File: config.mk
export PLATFORM = sky130hd
export DESIGN_NAME = tmds_rx_decoder
export DESIGN_NICKNAME = d
export VERILOG_FILES = /design/src/rtl/tmds_pkg.sv /design/src/rtl/tmds_symbol_decode.sv /design/src/rtl/tmds_rx_decoder.sv
export SDC_FILE = /design/constraint.sdc
export NUM_CORES = 1
export LEC_CHECK = 0
export CAP_MARGIN = 0
export CORE_MARGIN = 3
export CORE_UTILIZATION = 40
export CTS_CLUSTER_SIZE = 12
export DETAILED_ROUTE_END_ITERATION = 6
export HOLD_SLACK_MARGIN = 0.12
export PLACE_DENSITY_LB_ADDON = 0.2
export SLEW_MARGIN = 20
export SYNTH_ARGS = -nofsm -noshare
export SYNTH_HDL_FRONTEND = slang
export SYNTH_SLANG_ARGS = --single-unit
File: constraint.sdc
create_clock -name pclk -period 2.45 [get_ports pclk]
set_input_delay 0.6125 -clock pclk [delete_from_list [all_inputs] [get_ports pclk]]
set_output_delay 0.6125 -clock pclk [all_outputs]
set_load 0.02 [all_outputs]
File: src/rtl/tmds_pkg.sv
// tmds_pkg: control-token constants and alignment state
// shared by the TMDS encoder and decoder
package tmds_pkg;

  localparam logic [9:0] CTRL_TOK_00 = 10'b1101010100;
  localparam logic [9:0] CTRL_TOK_01 = 10'b0010101011;
  localparam logic [9:0] CTRL_TOK_10 = 10'b0101010100;
  localparam logic [9:0] CTRL_TOK_11 = 10'b1010101011;

  typedef enum logic [1:0] {
    SEARCH = 2'd0,
    SETTLE = 2'd1,
    LOCKED = 2'd2
  } align_state_t;

  typedef struct packed {
    logic       hit;
    logic [1:0] ctrl;
  } tok_t;

  function automatic tok_t tok_lookup(
    input logic [9:0] sym
  );
    tok_t t;
    t.hit  = 1'b1;
    t.ctrl = 2'b00;
    unique case (1'b1)
      (sym == CTRL_TOK_00): t.ctrl = 2'b00;
      (sym == CTRL_TOK_01): t.ctrl = 2'b01;
      (sym == CTRL_TOK_10): t.ctrl = 2'b10;
      (sym == CTRL_TOK_11): t.ctrl = 2'b11;
      default:              t.hit  = 1'b0;
    endcase
    return t;
  endfunction

endpackage

File: src/rtl/tmds_symbol_decode.sv
// tmds_symbol_decode: stage 1 of the receiver
// 10b->8b decode plus control-token detect, registered
module tmds_symbol_decode
  import tmds_pkg::*;
(
  input  logic       pclk,
  input  logic       rst_n,
  input  logic [9:0] sym,
  output logic       hit,
  output logic [1:0] ctrl,
  output logic [7:0] q
);

  logic [7:0] d;
  logic [7:0] q_c;
  tok_t       tok;

  // undo optional inversion, then the XOR/XNOR chain
  always_comb begin
    d      = sym[9] ? ~sym[7:0] : sym[7:0];
    q_c[0] = d[0];
    for (int i = 1; i < 8; i++) begin
      q_c[i] = sym[8] ? (d[i] ^ d[i-1])
                      : ~(d[i] ^ d[i-1]);
    end
    tok = tok_lookup(sym);
  end

  // stage-1 register of decoded byte and token flags
  always_ff @(posedge pclk or negedge rst_n) begin
    if (!rst_n) begin
      hit  <= 1'b0;
      ctrl <= 2'b00;
      q    <= 8'h00;
    end else begin
      hit  <= tok.hit;
      ctrl <= tok.ctrl;
      q    <= q_c;
    end
  end

endmodule

File: src/rtl/tmds_rx_decoder.sv
// tmds_rx_decoder: one TMDS channel receiver
// word alignment by token hunting, bitslip, decode
module tmds_rx_decoder
  import tmds_pkg::*;
#(
  parameter int LOCK_RUN       = 8,
  parameter int SEARCH_TIMEOUT = 4096,
  parameter int SLIP_SETTLE    = 4,
  parameter int LOSS_TIMEOUT   = 4096
) (
  input  logic       pclk,
  input  logic       rst_n,
  input  logic [9:0] data_i,
  output logic       bitslip_o,
  output logic       aligned_o,
  output logic [3:0] slip_cnt_o,
  output logic [7:0] data_o,
  output logic [1:0] ctrl_o,
  output logic       de_o
);

  localparam int RW = $clog2(LOCK_RUN + 1);
  localparam int TW = (SEARCH_TIMEOUT > 1) ?
                      $clog2(SEARCH_TIMEOUT) : 1;
  localparam int SW = (SLIP_SETTLE > 1) ?
                      $clog2(SLIP_SETTLE) : 1;
  localparam int LW = (LOSS_TIMEOUT > 1) ?
                      $clog2(LOSS_TIMEOUT) : 1;

  localparam logic [RW-1:0] RUN_LAST =
    RW'(LOCK_RUN - 1);
  localparam logic [TW-1:0] TMO_LAST =
    TW'(SEARCH_TIMEOUT - 1);
  localparam logic [SW-1:0] SET_LAST =
    SW'(SLIP_SETTLE - 1);
  localparam logic [LW-1:0] LOSS_LAST =
    LW'(LOSS_TIMEOUT - 1);

  logic         s1_hit;
  logic [1:0]   s1_ctrl;
  logic [7:0]   s1_q;

  align_state_t state, state_nx;
  logic [RW-1:0] run_cnt, run_nx;
  logic [TW-1:0] tmo_cnt, tmo_nx;
  logic [SW-1:0] set_cnt, set_nx;
  logic [LW-1:0] loss_cnt, loss_nx;
  logic [3:0]    slip_nx;
  logic          pulse_nx;

  tmds_symbol_decode u_dec (
    .pclk  (pclk),
    .rst_n (rst_n),
    .sym   (data_i),
    .hit   (s1_hit),
    .ctrl  (s1_ctrl),
    .q     (s1_q)
  );

  assign aligned_o = (state == LOCKED);

  // alignment FSM registers
  always_ff @(posedge pclk or negedge rst_n) begin
    if (!rst_n) begin
      state      <= SEARCH;
      run_cnt    <= '0;
      tmo_cnt    <= '0;
      set_cnt    <= '0;
      loss_cnt   <= '0;
      slip_cnt_o <= 4'd0;
      bitslip_o  <= 1'b0;
    end else begin
      state      <= state_nx;
      run_cnt    <= run_nx;
      tmo_cnt    <= tmo_nx;
      set_cnt    <= set_nx;
      loss_cnt   <= loss_nx;
      slip_cnt_o <= slip_nx;
      bitslip_o  <= pulse_nx;
    end
  end

  // next state; a token always beats a timeout
  always_comb begin
    state_nx = state;
    run_nx   = run_cnt;
    tmo_nx   = tmo_cnt;
    set_nx   = set_cnt;
    loss_nx  = loss_cnt;
    slip_nx  = slip_cnt_o;
    pulse_nx = 1'b0;
    unique case (state)
      SEARCH: begin
        if (tmo_cnt != TMO_LAST) begin
          tmo_nx = tmo_cnt + 1'b1;
        end
        if (s1_hit) begin
          run_nx = run_cnt + 1'b1;
          if (run_cnt == RUN_LAST) begin
            state_nx = LOCKED;
            run_nx   = '0;
            tmo_nx   = '0;
            loss_nx  = '0;
          end
        end else if (tmo_cnt == TMO_LAST) begin
          state_nx = SETTLE;
          pulse_nx = 1'b1;
          slip_nx  = (slip_cnt_o == 4'd9) ?
                     4'd0 : slip_cnt_o + 4'd1;
          run_nx   = '0;
          tmo_nx   = '0;
          set_nx   = '0;
        end else begin
          run_nx = '0;
        end
      end
      SETTLE: begin
        if (set_cnt == SET_LAST) begin
          state_nx = SEARCH;
          set_nx   = '0;
          run_nx   = '0;
          tmo_nx   = '0;
        end else begin
          set_nx = set_cnt + 1'b1;
        end
      end
      LOCKED: begin
        if (s1_hit) begin
          loss_nx = '0;
        end else if (loss_cnt == LOSS_LAST) begin
          state_nx = SEARCH;
          loss_nx  = '0;
          run_nx   = '0;
          tmo_nx   = '0;
        end else begin
          loss_nx = loss_cnt + 1'b1;
        end
      end
      default: state_nx = SEARCH;
    endcase
  end

  // stage-2 output register, gated by lock
  always_ff @(posedge pclk or negedge rst_n) begin
    if (!rst_n) begin
      de_o   <= 1'b0;
      ctrl_o <= 2'b00;
      data_o <= 8'h00;
    end else if (state == LOCKED) begin
      if (s1_hit) begin
        de_o   <= 1'b0;
        ctrl_o <= s1_ctrl;
        data_o <= 8'h00;
      end else begin
        de_o   <= 1'b1;
        data_o <= s1_q;
      end
    end else begin
      de_o   <= 1'b0;
      ctrl_o <= 2'b00;
      data_o <= 8'h00;
    end
  end

endmodule

# Word level (Yosys, flattened, before mapping)
# Cells that the tools add are included.
# classes
n_addsub	5
eq_ne	22
muxes	50
bitwise	16
n_reduce_logical	10
# ops
operator	count
$mux 12	11
$pmux 12 s3	1
$add 12x1->12 const B	2
$eq 12x12->1 const B	2
$mux 4	6
$mux 8	3
$pmux 12 s2	1
$mux 2	11
$eq 10x10->1 const B	2
$mux 1	13
$ne 12x12->1 const B	1
$pmux 2 s3	2
$pmux 4 s3	1
$eq 10x8->1 const B	1
$eq 10x9->1 const B	1
$ne 2x2->1 const B	5
$reduce_and 3->1	3
$add 4x1->4 const B	2
$not 1->1	8
$not 8->8	1
$xor 1x1->1	7
$ne 2x1->1 const B	3
$reduce_and 5->1	1
$eq 2x2->1 const B	2
12 further kinds	13
# word_totals
reg_bits	59
output_inout_bits	17
elab_cells	116

# Logic depth before layout (Yosys ltp)
# depth
ltp_word	5
depth_mapped	8
depth_no_buf	8

# Modules after synthesis
# From an unflattened synthesis, not the netlist that was laid out.
# unflattened
hier_cells	295
area_unflattened_um2	2984.1
# modules_own_cells
mod	n_inst	cells_each	area_per_inst_um2
tmds_rx_decoder	1	260	2492.4
tmds_symbol_decode	1	35	491.7

# Worst setup path after synthesis
# OpenSTA, ideal clock, no wires.
# synth_path
path_kind	register -> register
from	reg state[0]
to	reg loss_cnt[3]
setup_time_ns	0.096
arrival_ns	1.722
t_required_ns	2.354
setup_slack_ns	0.632
stages_incl_launch_ff	8
path_buffers	0
period_less_slack_ns	1.818
path_cell_list	dfrtp_1 inv_1 ha_1 nand2b_1 inv_2 o31ai_1 or2_2 o31ai_1
# synth_between
elab_chain_len	3
word_cells_on_any_way	7
# synth_rtl
item	line_no	text
start, declared	tmds_rx_decoder.sv:43	align_state_t state, state_nx;
start signal, assigned	tmds_rx_decoder.sv:73	state <= state_nx;
$eq 2x2->1 (*)	-	
named net aligned_o	tmds_rx_decoder.sv:15	output logic aligned_o,
$reduce_bool 2->1 (no line)	-	
$reduce_and 3->1 (no line)	-	
end signal, assigned	tmds_rx_decoder.sv:77	loss_cnt <= loss_nx;
end, declared	tmds_rx_decoder.sv:47	logic [LW-1:0] loss_cnt, loss_nx;
# Mark *: on every way through the listed nets, which the timed path passes. The rest lies on a longest branch.
# A chain may end at the register's enable or synchronous reset.

# Worst setup path after layout
# layout_path
from	reg state[1]
to	reg tmo_cnt[1]
# layout_between
elab_chain_len	3
word_cells_on_any_way	9
# layout_rtl
item	line_no	text
$eq 2x1->1 (tied with other cells)	tmds_rx_decoder.sv:92	unique case (state)
$ne 2x2->1 (no line) (tied with other cells)	-	
$reduce_and 4->1 (no line)	-	
end signal, assigned	tmds_rx_decoder.sv:75	tmo_cnt <= tmo_nx;
end, declared	tmds_rx_decoder.sv:45	logic [TW-1:0] tmo_cnt, tmo_nx;
# Several ways; a longest one is shown, not always the timed one.

==> impl_metrics.json <==
{
  "drc": 0,
  "place.gp.congestion": 0.809,
  "yosys_warnings": 0,
  "die_h_um": 91.9,
  "synth_edf_count": 0,
  "p_int_mw": 1.54,
  "cts_tree": "built",
  "layout_commonest_cell": "dfrtp_1",
  "routedWlPerCell_um": 13.3,
  "clk_pin_slew_ns": 0.07,
  "switching_share_pct": 27.4,
  "ys_ff_latch": 59,
  "nNetsFinal": 347,
  "final_max_slew_viol_count": 0,
  "critical_path.max_stage_delay_ns": 0.45,
  "arrival_ns": 2.40,
  "coreArea_sq_um": 6980,
  "setup_viol": 0,
  "maxCapViolCount": 0,
  "crit_path_start": "state[1]",
  "grt_pass1_vias": 2073,
  "die_area_sq_um": 8450,
  "antenna_found_initial": 0,
  "via_count": 2235,
  "area.growth.synth_to_final_pct": 20.3,
  "p_switching_uw": 581,
  "num_io_pins": 29,
  "r2r-start": "state[1]",
  "clkPwrFrac_pct": 36.5,
  "via_per_inst": 5.23,
  "syn_avg_cell_area_sq_um": 10.3,
  "peakVddDrop_mv": 0.198,
  "seqPwrFrac_pct": 52.3,
  "final_util_pct": 50.9,
  "place_ws_ns": 0.293,
  "firstDrtPassIters": 4,
  "worstSetupStartpointType": "flop",
  "die_w_um": 91.9,
  "wl_mm": 5.67,
  "final_design_area_no_fill_sq_um": 3550,
  "grt.overflow.total": 0,
  "drive_above_1_share_pct": 11.8,
  "critPathMaxFanout": 9,
  "crit_family": "compound AO/OA/AOI/OAI gates",
  "diodes": 0,
  "comb_power_share_pct": 11.2,
  "worst-path-buf-inv": 1,
  "worstPathCellList": "inv_1, ha_1, nor2b_1, nor3_1, a21oi_2, nor2_1, a32o_1",
  "portBuffers": 28,
  "post_dp_cell_area_sq_um": 3370,
  "worstSetupPathType": "flop to flop",
  "cts_buffers": 9,
  "grt_max_degree": 36,
  "max_freq_ghz": 0.460,
  "dp_hpwl_mm": 4.06,
  "outcome": "completed",
  "finalHoldViolations": 0,
  "cp_slowest_cell": "dfrtp_1",
  "maxSlewHeadroom_pct": 59.0,
  "hold_class": "primary input to async pin",
  "grt_pass1_wl_mm": 9.67,
  "rsz0062_at_grt": "no",
  "finalCritPeriodShare_pct": 88.7,
  "cellPowerDensity_nw_per_um2": 597,
  "drtIter0Drc": 148,
  "synthFlopType": "dfrtp_1",
  "synthCells": 288,
  "cts_root_buf": "clkbuf_8",
  "cts_sinks": 59,
  "syn_area_sq_um": 2950,
  "setup_ws_ns": 0.277,
  "layout_common_cells": "dfrtp_1 (59), clkdlybuf4s50_1 (26), o21ai_0 (25)",
  "fin_hold_ws_ns": 0.285,
  "tns_ns": 0,
  "crit_required_ns": 2.67,
  "initial_core_util_pct": 42.3,
  "fin_crit_ns": 2.17,
  "p_leak_nw": 1.57,
  "num-fill-cells": 671,
  "htree_levels": 3,
  "max-clock-path-buffers": 2,
  "holdBufCountCts": 0,
  "async_flop_share_pct": 100,
  "rows": 30,
  "synthDistinctLibCells": 57,
  "synth_seq_area_share_pct": 50.0,
  "clock_latency_ns": 0.34,
  "fin_skew_ns": 0.00677,
  "final_antenna_net_count": 0,
  "end_kind": "flop",
  "synth_nets": 309,
  "gr-usage-all-layers_pct": 14.5,
  "worstMarginPinSlew_ns": 0.615
}
[flip-flops by register name, indices dropped and copies added (netlist names)]
name        count
state           2
set_cnt         2
loss_cnt       12
u_dec.hit       1
de_o            1
ctrl_o          2
slip_cnt_o      4
u_dec.ctrl      2
data_o          8
bitslip_o       1
tmo_cnt        12
u_dec.q         8
run_cnt         4
[through the flow]
| step | power (mW) | std cells |
|---|---|---|
| 6_report | 2.12 | 427 |
| 4_1_cts | 2.16 | 427 |
| 3_5_place_dp | 1.37 | 411 |
| 2_1_floorplan | 1.28 | 288 |
| 3_3_place_gp | 1.36 | 411 |
| 5_1_grt | 2.24 | 427 |
[logic make-up (layout without fill, tap and decap cells)]
family | Yosys count | after routing | share of synthesized area [%]
AOI/OAI and AO/OA | 66 | 66 | 14.5
xor gates and xnor gates | 18 | 18 | 5.34
adders and majority gates | 9 | 9 | 3.81
buffers and inverters | 15 | 58 | 2.24
DFF | 59 | 59 | 50.0
muxes | 4 | 4 | 1.52
and+or+nand+nor | 117 | 117 | 22.6
[area by class of cell]
type / count / area (sq um) / share of cell area, %
well taps: 96 / 120 / 3.38
clock buffers: 9 / 124 / 3.48
clock inverters: 7 / 53.8 / 1.51
inverters: 7 / 26.3 / 0.739
repair buffers: 35 / 343 / 9.64
flip-flops and latches: 59 / 1480 / 41.5
multi-input cells: 214 / 1410 / 39.7
[power by group through the flow]
stage	Sequential, mW	Combinational [mW]	Clock, mW
6_report	1.11	0.238	0.775
2_1_floorplan	1.11	0.168	0
5_1_grt	1.12	0.267	0.851
4_1_cts	1.11	0.241	0.810
3_3_place_gp	1.12	0.237	0
3_5_place_dp	1.13	0.242	0
[cells in the mapped netlist, drive strengths merged (3+ instances only)]
master  instances  area [sq um]
a21o            6          46.3
nor2b          10          62.6
and2           10          62.6
a21oi          10          53.8
xor2            5          43.8
ha              9           113
nand2          22          90.1
nand2b          5          38.8
and4            4          37.5
nand3          10          50.1
dfrtp          59          1480
and3            3          18.8
buf             7          36.3
o31ai           5          37.5
nand4           8          56.3
nor2           22          85.1
nor4            4          25.0
xnor2          13           114
o21ai          25           125
nor3            8          45.0
a22o            4          35.0
a31oi           4          25.0
mux2i           3          33.8
inv             7          26.3
[routing by layer]
| metal | track usage, % | up-vias | routed length, um |
|---|---|---|---|
| li1 | - | 1119 | - |
| met1 | 19.6 | 1060 | 2830 |
| met2 | 21.6 | 44 | 2490 |
| met3 | 3.28 | 12 | 205 |
| met4 | 7.43 | 0 | 138 |
| met5 | 0 | - | 0 |
[final timing paths]
check	to	slack [ns]	cells after the start
max in group asynchronous	u_dec.ctrl[1]	1.58	2
worst max-delay path	tmo_cnt[1]	0.28	7
worst min-delay path	loss_cnt[6]	0.28	1
worst min register to register	data_o[2]	0.44	1
min in group pclk	data_o[2]	0.44	1
worst max register to register	tmo_cnt[1]	0.28	7
[timing repair]
item                                    4_1_cts  5_1_grt
endpoints found under the setup margin        0        1
resized for setup                             0        1
setup buffers                                 0        0
Power figures use the tool's default switching activity.
